**config.mk**
```make
export PLATFORM = sky130hd
export DESIGN_NAME = serializer_tx_flat
export DESIGN_NICKNAME = d
export VERILOG_FILES = /design/src/rtl/serializer_tx_pkg.sv /design/src/rtl/serializer_tx_if.sv /design/src/rtl/serializer_tx_bit_timer.sv /design/src/rtl/serializer_tx.sv /design/src/flat_wrapper.sv
export SDC_FILE = /design/constraint.sdc
export NUM_CORES = 1
export LEC_CHECK = 0
export ABC_AREA = 0
export ABC_CLOCK_PERIOD_IN_PS = 2190
export BUFFER_PORTS_ARGS = -buffer_cell sky130_fd_sc_hd__buf_2
export CELL_PAD_IN_SITES_DETAIL_PLACEMENT = 1
export CELL_PAD_IN_SITES_GLOBAL_PLACEMENT = 2
export CORE_ASPECT_RATIO = 0.6
export CORE_UTILIZATION = 39
export DETAILED_ROUTE_END_ITERATION = 12
export GPL_ROUTABILITY_DRIVEN = 0
export GPL_TIMING_DRIVEN = 1
export PLACE_DENSITY_LB_ADDON = 0.12
export SLEW_MARGIN = 10
export SYNTH_ARGS = -nofsm -noshare
export SYNTH_HDL_FRONTEND = slang
export SYNTH_SLANG_ARGS = --single-unit
export TNS_END_PERCENT = 5
```
**constraint.sdc**
```tcl
create_clock -name clk -period 2.19 [get_ports clk]
set_clock_uncertainty 0.1 [all_clocks]
set_input_delay 0.1095 -clock clk [delete_from_list [all_inputs] [get_ports clk]]
set_output_delay 0.1095 -clock clk [all_outputs]
set_load 0.02 [all_outputs]
```
**src/rtl/serializer_tx_pkg.sv**
```systemverilog
// Shared types and constants for the serial line transmitter.
// Also holds the counter-width helpers used by the top level and the bit timer.
package serializer_tx_pkg;

  typedef enum logic [1:0] {
    IDLE  = 2'd0,
    START = 2'd1,
    DATA  = 2'd2,
    STOP  = 2'd3
  } tx_state_t;

  localparam logic IDLE_LEVEL = 1'b1;

  // Counter width for values 0..n-1, never narrower than one bit.
  function automatic int cnt_w(input int n);
    return (n > 1) ? $clog2(n) : 1;
  endfunction

  function automatic int max2(input int a, input int b);
    return (a > b) ? a : b;
  endfunction

endpackage

```
**src/rtl/serializer_tx_if.sv**
```systemverilog
// Word-input valid/ready handshake into the serial transmitter.
// The master drives a word; the slave accepts it.
interface serializer_tx_if #(
  parameter int DATA_W = 8
) ();

  logic              in_valid;
  logic              in_ready;
  logic [DATA_W-1:0] in_data;

  modport master (
    output in_valid,
    output in_data,
    input  in_ready
  );

  modport slave (
    input  in_valid,
    input  in_data,
    output in_ready
  );

endinterface

```
**src/rtl/serializer_tx_bit_timer.sv**
```systemverilog
// Oversampling phase counter: counts 0..OSR-1 while enabled.
// Flags the last phase of each serial bit.
module tx_bit_timer
  import serializer_tx_pkg::*;
#(
  parameter int OSR = 4
) (
  input  logic clk,
  input  logic rst_n,
  input  logic en_i,
  output logic bit_end_o
);

  localparam int              PH_W    = cnt_w(OSR);
  localparam logic [PH_W-1:0] PH_LAST = PH_W'(OSR - 1);

  logic [PH_W-1:0] phase_q;
  logic [PH_W-1:0] phase_d;

  // Held at zero while disabled, so each frame starts on a fresh bit.
  always_comb begin
    bit_end_o = en_i && (phase_q == PH_LAST);
    phase_d   = '0;
    if (en_i && !bit_end_o) begin
      phase_d = phase_q + 1'b1;
    end
  end

  always_ff @(posedge clk or negedge rst_n) begin
    if (!rst_n) begin
      phase_q <= '0;
    end else begin
      phase_q <= phase_d;
    end
  end

endmodule

```
**src/rtl/serializer_tx.sv**
```systemverilog
// Parallel-to-serial line transmitter: start bit, DATA_W data bits LSB first,
// STOP_BITS stop bits, each bit held for OSR clock cycles.
module serializer_tx
  import serializer_tx_pkg::*;
#(
  parameter int DATA_W    = 8,
  parameter int OSR       = 4,
  parameter int STOP_BITS = 1
) (
  input  logic            clk,
  input  logic            rst_n,
  serializer_tx_if.slave  in_if,
  output logic            out_data_o,
  output logic            busy_o
);

  localparam logic [1:0] ST_IDLE  = IDLE;
  localparam logic [1:0] ST_START = START;
  localparam logic [1:0] ST_DATA  = DATA;
  localparam logic [1:0] ST_STOP  = STOP;

  localparam int              BC_W         = cnt_w(max2(DATA_W, STOP_BITS));
  localparam logic [BC_W-1:0] BC_DATA_LAST = BC_W'(DATA_W - 1);
  localparam logic [BC_W-1:0] BC_STOP_LAST = BC_W'(STOP_BITS - 1);

  logic [1:0]        state_q;
  logic [1:0]        state_d;
  logic [DATA_W-1:0] hold_q;
  logic              hold_full_q;
  logic              hold_full_d;
  logic [DATA_W-1:0] shreg_q;
  logic [DATA_W-1:0] shreg_d;
  logic [DATA_W-1:0] shreg_shift;
  logic [BC_W-1:0]   bcnt_q;
  logic [BC_W-1:0]   bcnt_d;
  logic              out_q;
  logic              out_d;
  logic              busy_q;
  logic              busy_d;

  logic accept;
  logic load;
  logic bit_end;
  logic timer_en;

  assign in_if.in_ready = !hold_full_q;
  assign accept         = in_if.in_valid && !hold_full_q;
  assign timer_en       = (state_q != ST_IDLE);
  assign shreg_shift    = shreg_q >> 1;
  assign out_data_o     = out_q;
  assign busy_o         = busy_q;

  tx_bit_timer #(
    .OSR (OSR)
  ) u_bit_timer (
    .clk       (clk),
    .rst_n     (rst_n),
    .en_i      (timer_en),
    .bit_end_o (bit_end)
  );

  always_comb begin
    state_d = state_q;
    shreg_d = shreg_q;
    bcnt_d  = bcnt_q;
    out_d   = out_q;
    busy_d  = busy_q;
    load    = 1'b0;

    case (state_q)
      ST_IDLE: begin
        if (hold_full_q) begin
          load    = 1'b1;
          state_d = ST_START;
          out_d   = ~IDLE_LEVEL;
          busy_d  = 1'b1;
        end
      end

      ST_START: begin
        if (bit_end) begin
          state_d = ST_DATA;
          bcnt_d  = '0;
          out_d   = shreg_q[0];
        end
      end

      ST_DATA: begin
        if (bit_end) begin
          if (bcnt_q == BC_DATA_LAST) begin
            state_d = ST_STOP;
            bcnt_d  = '0;
            out_d   = IDLE_LEVEL;
          end else begin
            shreg_d = shreg_shift;
            bcnt_d  = bcnt_q + 1'b1;
            out_d   = shreg_shift[0];
          end
        end
      end

      ST_STOP: begin
        if (bit_end) begin
          if (bcnt_q == BC_STOP_LAST) begin
            // A waiting word starts right after the last stop bit, no idle gap.
            if (hold_full_q) begin
              load    = 1'b1;
              state_d = ST_START;
              out_d   = ~IDLE_LEVEL;
              busy_d  = 1'b1;
            end else begin
              state_d = ST_IDLE;
              out_d   = IDLE_LEVEL;
              busy_d  = 1'b0;
            end
          end else begin
            bcnt_d = bcnt_q + 1'b1;
          end
        end
      end

      default: begin
        state_d = ST_IDLE;
        out_d   = IDLE_LEVEL;
        busy_d  = 1'b0;
      end
    endcase

    if (load) begin
      shreg_d = hold_q;
    end
  end

  // Load and accept are exclusive: in_ready is low whenever hold is full.
  always_comb begin
    hold_full_d = hold_full_q;
    if (load) begin
      hold_full_d = 1'b0;
    end else if (accept) begin
      hold_full_d = 1'b1;
    end
  end

  always_ff @(posedge clk or negedge rst_n) begin
    if (!rst_n) begin
      state_q     <= ST_IDLE;
      hold_full_q <= 1'b0;
      bcnt_q      <= '0;
      out_q       <= IDLE_LEVEL;
      busy_q      <= 1'b0;
    end else begin
      state_q     <= state_d;
      hold_full_q <= hold_full_d;
      bcnt_q      <= bcnt_d;
      out_q       <= out_d;
      busy_q      <= busy_d;
    end
  end

  // Data registers carry no reset; their contents are ignored until loaded.
  always_ff @(posedge clk) begin
    if (accept) begin
      hold_q <= in_if.in_data;
    end
    shreg_q <= shreg_d;
  end

endmodule

```
**src/flat_wrapper.sv**
```systemverilog
// flat-port wrapper written by rule: the top's interface ports become plain ports
module serializer_tx_flat import serializer_tx_pkg::*;
#(
  parameter int DATA_W    = 8,
  parameter int OSR       = 4,
  parameter int STOP_BITS = 1
)
  (clk, rst_n, out_data_o, busy_o, in_if_in_valid, in_if_in_data, in_if_in_ready);
  serializer_tx_if #(.DATA_W(DATA_W)) in_if_i ();
  input  logic clk;
  input  logic rst_n;
  output logic out_data_o;
  output logic busy_o;
  input wire logic [$bits(in_if_i.in_valid)-1:0] in_if_in_valid;
  input wire logic [$bits(in_if_i.in_data)-1:0] in_if_in_data;
  output wire logic [$bits(in_if_i.in_ready)-1:0] in_if_in_ready;
  assign in_if_i.in_valid = in_if_in_valid;
  assign in_if_i.in_data = in_if_in_data;
  assign in_if_in_ready = in_if_i.in_ready;
  serializer_tx #(.DATA_W(DATA_W), .OSR(OSR), .STOP_BITS(STOP_BITS)) u_core (.clk(clk), .rst_n(rst_n), .in_if(in_if_i), .out_data_o(out_data_o), .busy_o(busy_o));
endmodule
```
==> metrics.md <==
| Metric | Value |
|---|---|
| Status | completed |
| Sink Count | 26 |
| Logic pwr share | 50.2% |
| Setup TNS | 0 ps |
| Int Pwr | 1.43 mW |
| Nets | approximately 140 |
| GRT Util Overall | 17.1% |
| Die extent in y | 45.9 um |
| CTS HTree Levels | 1 |
| Detailed placement HPWL | 1800 um |
| Sequential share of the synthesized area | 58.4% |
| I/O pin count | 14 |
| Core ar. | 0.00297 mm2 |
| Sw power | 0.786 mW |
| Slew headroom | 74.9% |
| Highest clock rate | 0.481 GHz |
| Residual DRC | 0 |
| Power density cells | 1420 mW/mm2 |
| Fin worst setup slack | 109 ps |
| # port buffers | 13 |
| Clock share of power | 12.4% |
| Placed instance count | between 150 and 200 |
| Layout Cells excl Fill | 165 |
| Setup-failing EPs final | 0 |
| CTS max path bufs | 2 |
| Clk Latency, worst-skew pair | 270 ps |
| TritonCTS clock tree | built |
| Die ar. | 0.00345 mm2 |
| Slew @ Worst Pin | 376 ps |
| Fin. Hold Viols | 0 |
| Wire length per cell | 14.3 um |
| Post-Syn Nets | 110 |
| Critical path class | register to register |
| Synth warnings | 0 |
| Layout area overhead | 24.9% |
| Largest net degree at the start of global routing | 15 |
| Final period utilization | 95.0% |
| Leak Pwr | between 0.6 and 0.7 nW |
| RSZ-0062 raised after global routing | no |
| Post-place instance area | 0.00141 mm2 |
| Slew Viols, Final | 0 |
| Mapped Area | 0.00125 mm2 |
| Grt ovf | 0 |
| Share of layout cells above drive strength 1 | about 31% |
| Initial Util | between 40% and 50% |
| Worst Hold Slack | 122 ps |
| Pwr Total | roughly 2.2 mW |
| Root Buffer | clkbuf_8 |
| Finished Core Util | a little over half |
| Avg Cell Area, Syn | about 14 um2 |
| Startpoint Class | register |
| Worst EP required | 2110 ps |
| #FFs+latches synth | 26 |
| Routed WL | between 2000 and 2500 um |
| Postcts setup bufs | 0 |
| Yosys cell types | 28 |
| Vias in the first global route | 810 |
| CP arrival | approximately 2000 ps |
| Routed Antenna Nets | 0 |
| CTS buffer count | 3 |
| TritonRoute pass-1 iters | 4 |
| CP Capture Type | register |
| Worst hold path type | input pin to asynchronous set/reset pin |
| Reg clk slew, reported paths | 90 ps |
| Seq pwr share | 37.4% |
| Switching share of power | between 30 and 40% |
| Number of DRC markers in iteration 0 | 16 |
| Cell Rows | 15 |
| Cell count after synthesis | 90 |
| Largest fanout on the critical path | 4 |
| Global-route wire length before repair | 4040 um |
| Pre-CTS setup slack | 103 ps |
| Number of vias per cell | approximately 4.7 |
| Die W | 75.2 um |
| MaxCap Viol Count | 0 |
| Fin area | 0.00157 mm2 |
| Routed via count | 769 |
| N_diodes | 0 |
| Initial antenna violation count | 0 |
| Worst vdd ir | 0.597 mV |
| Final Critical Period | 2080 ps |
## Yosys cell counts
cell type / instances / area (um2)
a211oi_2: 1 / 12.5
a21o_1: 1 / 7.51
a21oi_1: 1 / 5.00
a2bb2oi_1: 1 / 8.76
a31oi_1: 2 / 12.5
buf_4: 1 / 7.51
buf_6: 1 / 11.3
dfrtp_1: 9 / 225
dfstp_2: 1 / 26.3
edfxtp_1: 16 / 480
ha_1: 9 / 113
inv_1: 7 / 26.3
mux2_1: 1 / 11.3
mux2_2: 2 / 22.5
mux2_4: 7 / 105
mux2i_1: 3 / 30.0
nand2_1: 4 / 15.0
nand2b_1: 1 / 6.26
nor2_1: 5 / 18.8
nor2b_1: 3 / 18.8
nor2b_2: 2 / 17.5
nor3_1: 2 / 10.0
nor3b_1: 1 / 7.51
o21a_1: 1 / 7.51
o21ai_0: 4 / 20.0
o31ai_1: 2 / 15.0
or2_1: 1 / 6.26
or3_1: 1 / 6.26
## worst max-delay path, cell delays in order (launching register included)
cell and delay, ps:
dfrtp_1 390, inv_1 90, ha_1 150, nor2b_2 180
a31oi_1 100, or3_1 360, buf_4 180, mux2_4 290
## flip-flops by register name, summed over array words and instances (netlist names)
name and flops:
u_core.bcnt_q 3, u_core.state_q 2, u_core.u_bit_timer.phase_q 2, u_core.hold_q 8, u_core.out_data_o 1, u_core.busy_o 1, u_core.shreg_q 8, u_core.hold_full_q 1
## final cells by class
type	instances	area, um2
multi-input combinational	55	484
sequential	26	732
fill	332	1400
clock buffer	4	45.0
inverter	7	26.3
timing repair buffer	31	225
tap	42	52.6
## per-layer routing
layer,up-vias,GRT usage [%],routed length [um],share of wire (%)
met5,-,0,0,0
met4,0,3.33,8,0.34
met3,2,5.97,68,2.9
met2,9,26.3,1030,44
met1,375,23.6,1260,53
li1,383,-,-,-
## path summary, 6_finish.rpt
path	start	to	slack, ps	cells after the start
setup / recovery	u_core.bcnt_q[0]$_DFFE_PN0P_	u_core.shreg_q[2]$_DFFE_PP_	110	7
hold / removal	rst_n	u_core.u_bit_timer.phase_q[1]$_DFF_PN0_	120	2
setup reg to reg	u_core.bcnt_q[0]$_DFFE_PN0P_	u_core.shreg_q[2]$_DFFE_PP_	110	7
hold reg to reg	u_core.u_bit_timer.phase_q[0]$_DFF_PN0_	u_core.u_bit_timer.phase_q[0]$_DFF_PN0_	350	1
max in group asynchronous	rst_n	u_core.out_data_o$_DFFE_PN1P_	1600	2
min in group clk	u_core.u_bit_timer.phase_q[0]$_DFF_PN0_	u_core.u_bit_timer.phase_q[0]$_DFF_PN0_	350	1
## cells in the final DEF (no fill, tap or decap), drive strengths merged, types with 2 or more instances in the layout
| master | instances |
|---|---|
| edfxtp | 16 |
| nor3 | 2 |
| inv | 7 |
| dlygate4sd3 | 10 |
| buf | 21 |
| mux2 | 10 |
| ha | 9 |
| nand2 | 4 |
| mux2i | 3 |
| a31oi | 2 |
| o31ai | 2 |
| nor2 | 5 |
| o21ai | 4 |
| nor2b | 5 |
| clkbuf | 4 |
| dfrtp | 9 |
## repair_timing
action / CTS / global route
endpoints found under the hold margin: 19 / 0
setup endpoints to repair: 0 / 9
hold buffers: 10 / 0
gates resized for setup: 0 / 2
## cells by family (layout without fill, tap and decap cells)
kind of cell	after synthesis	in the layout	share of synthesized area (%)
AOI/OAI and AO/OA	13	13	7.09
adders and majority gates	9	9	8.98
buffers and inverters	9	42	3.59
DFF	26	26	58.4
muxes	13	13	13.5
and+or+nand+nor	20	20	8.48
## power groups by stage
stage / logic [mW] / clock network [mW] / registers, mW
after global placement: 1.04 / 0 / 0.835
after global routing: 1.23 / 0.312 / 0.851
after detailed placement: 1.07 / 0 / 0.840
after floorplan: 0.753 / 0 / 0.838
after CTS: 1.09 / 0.288 / 0.830
final: 1.11 / 0.275 / 0.828
(Power assumes the default switching activity.)
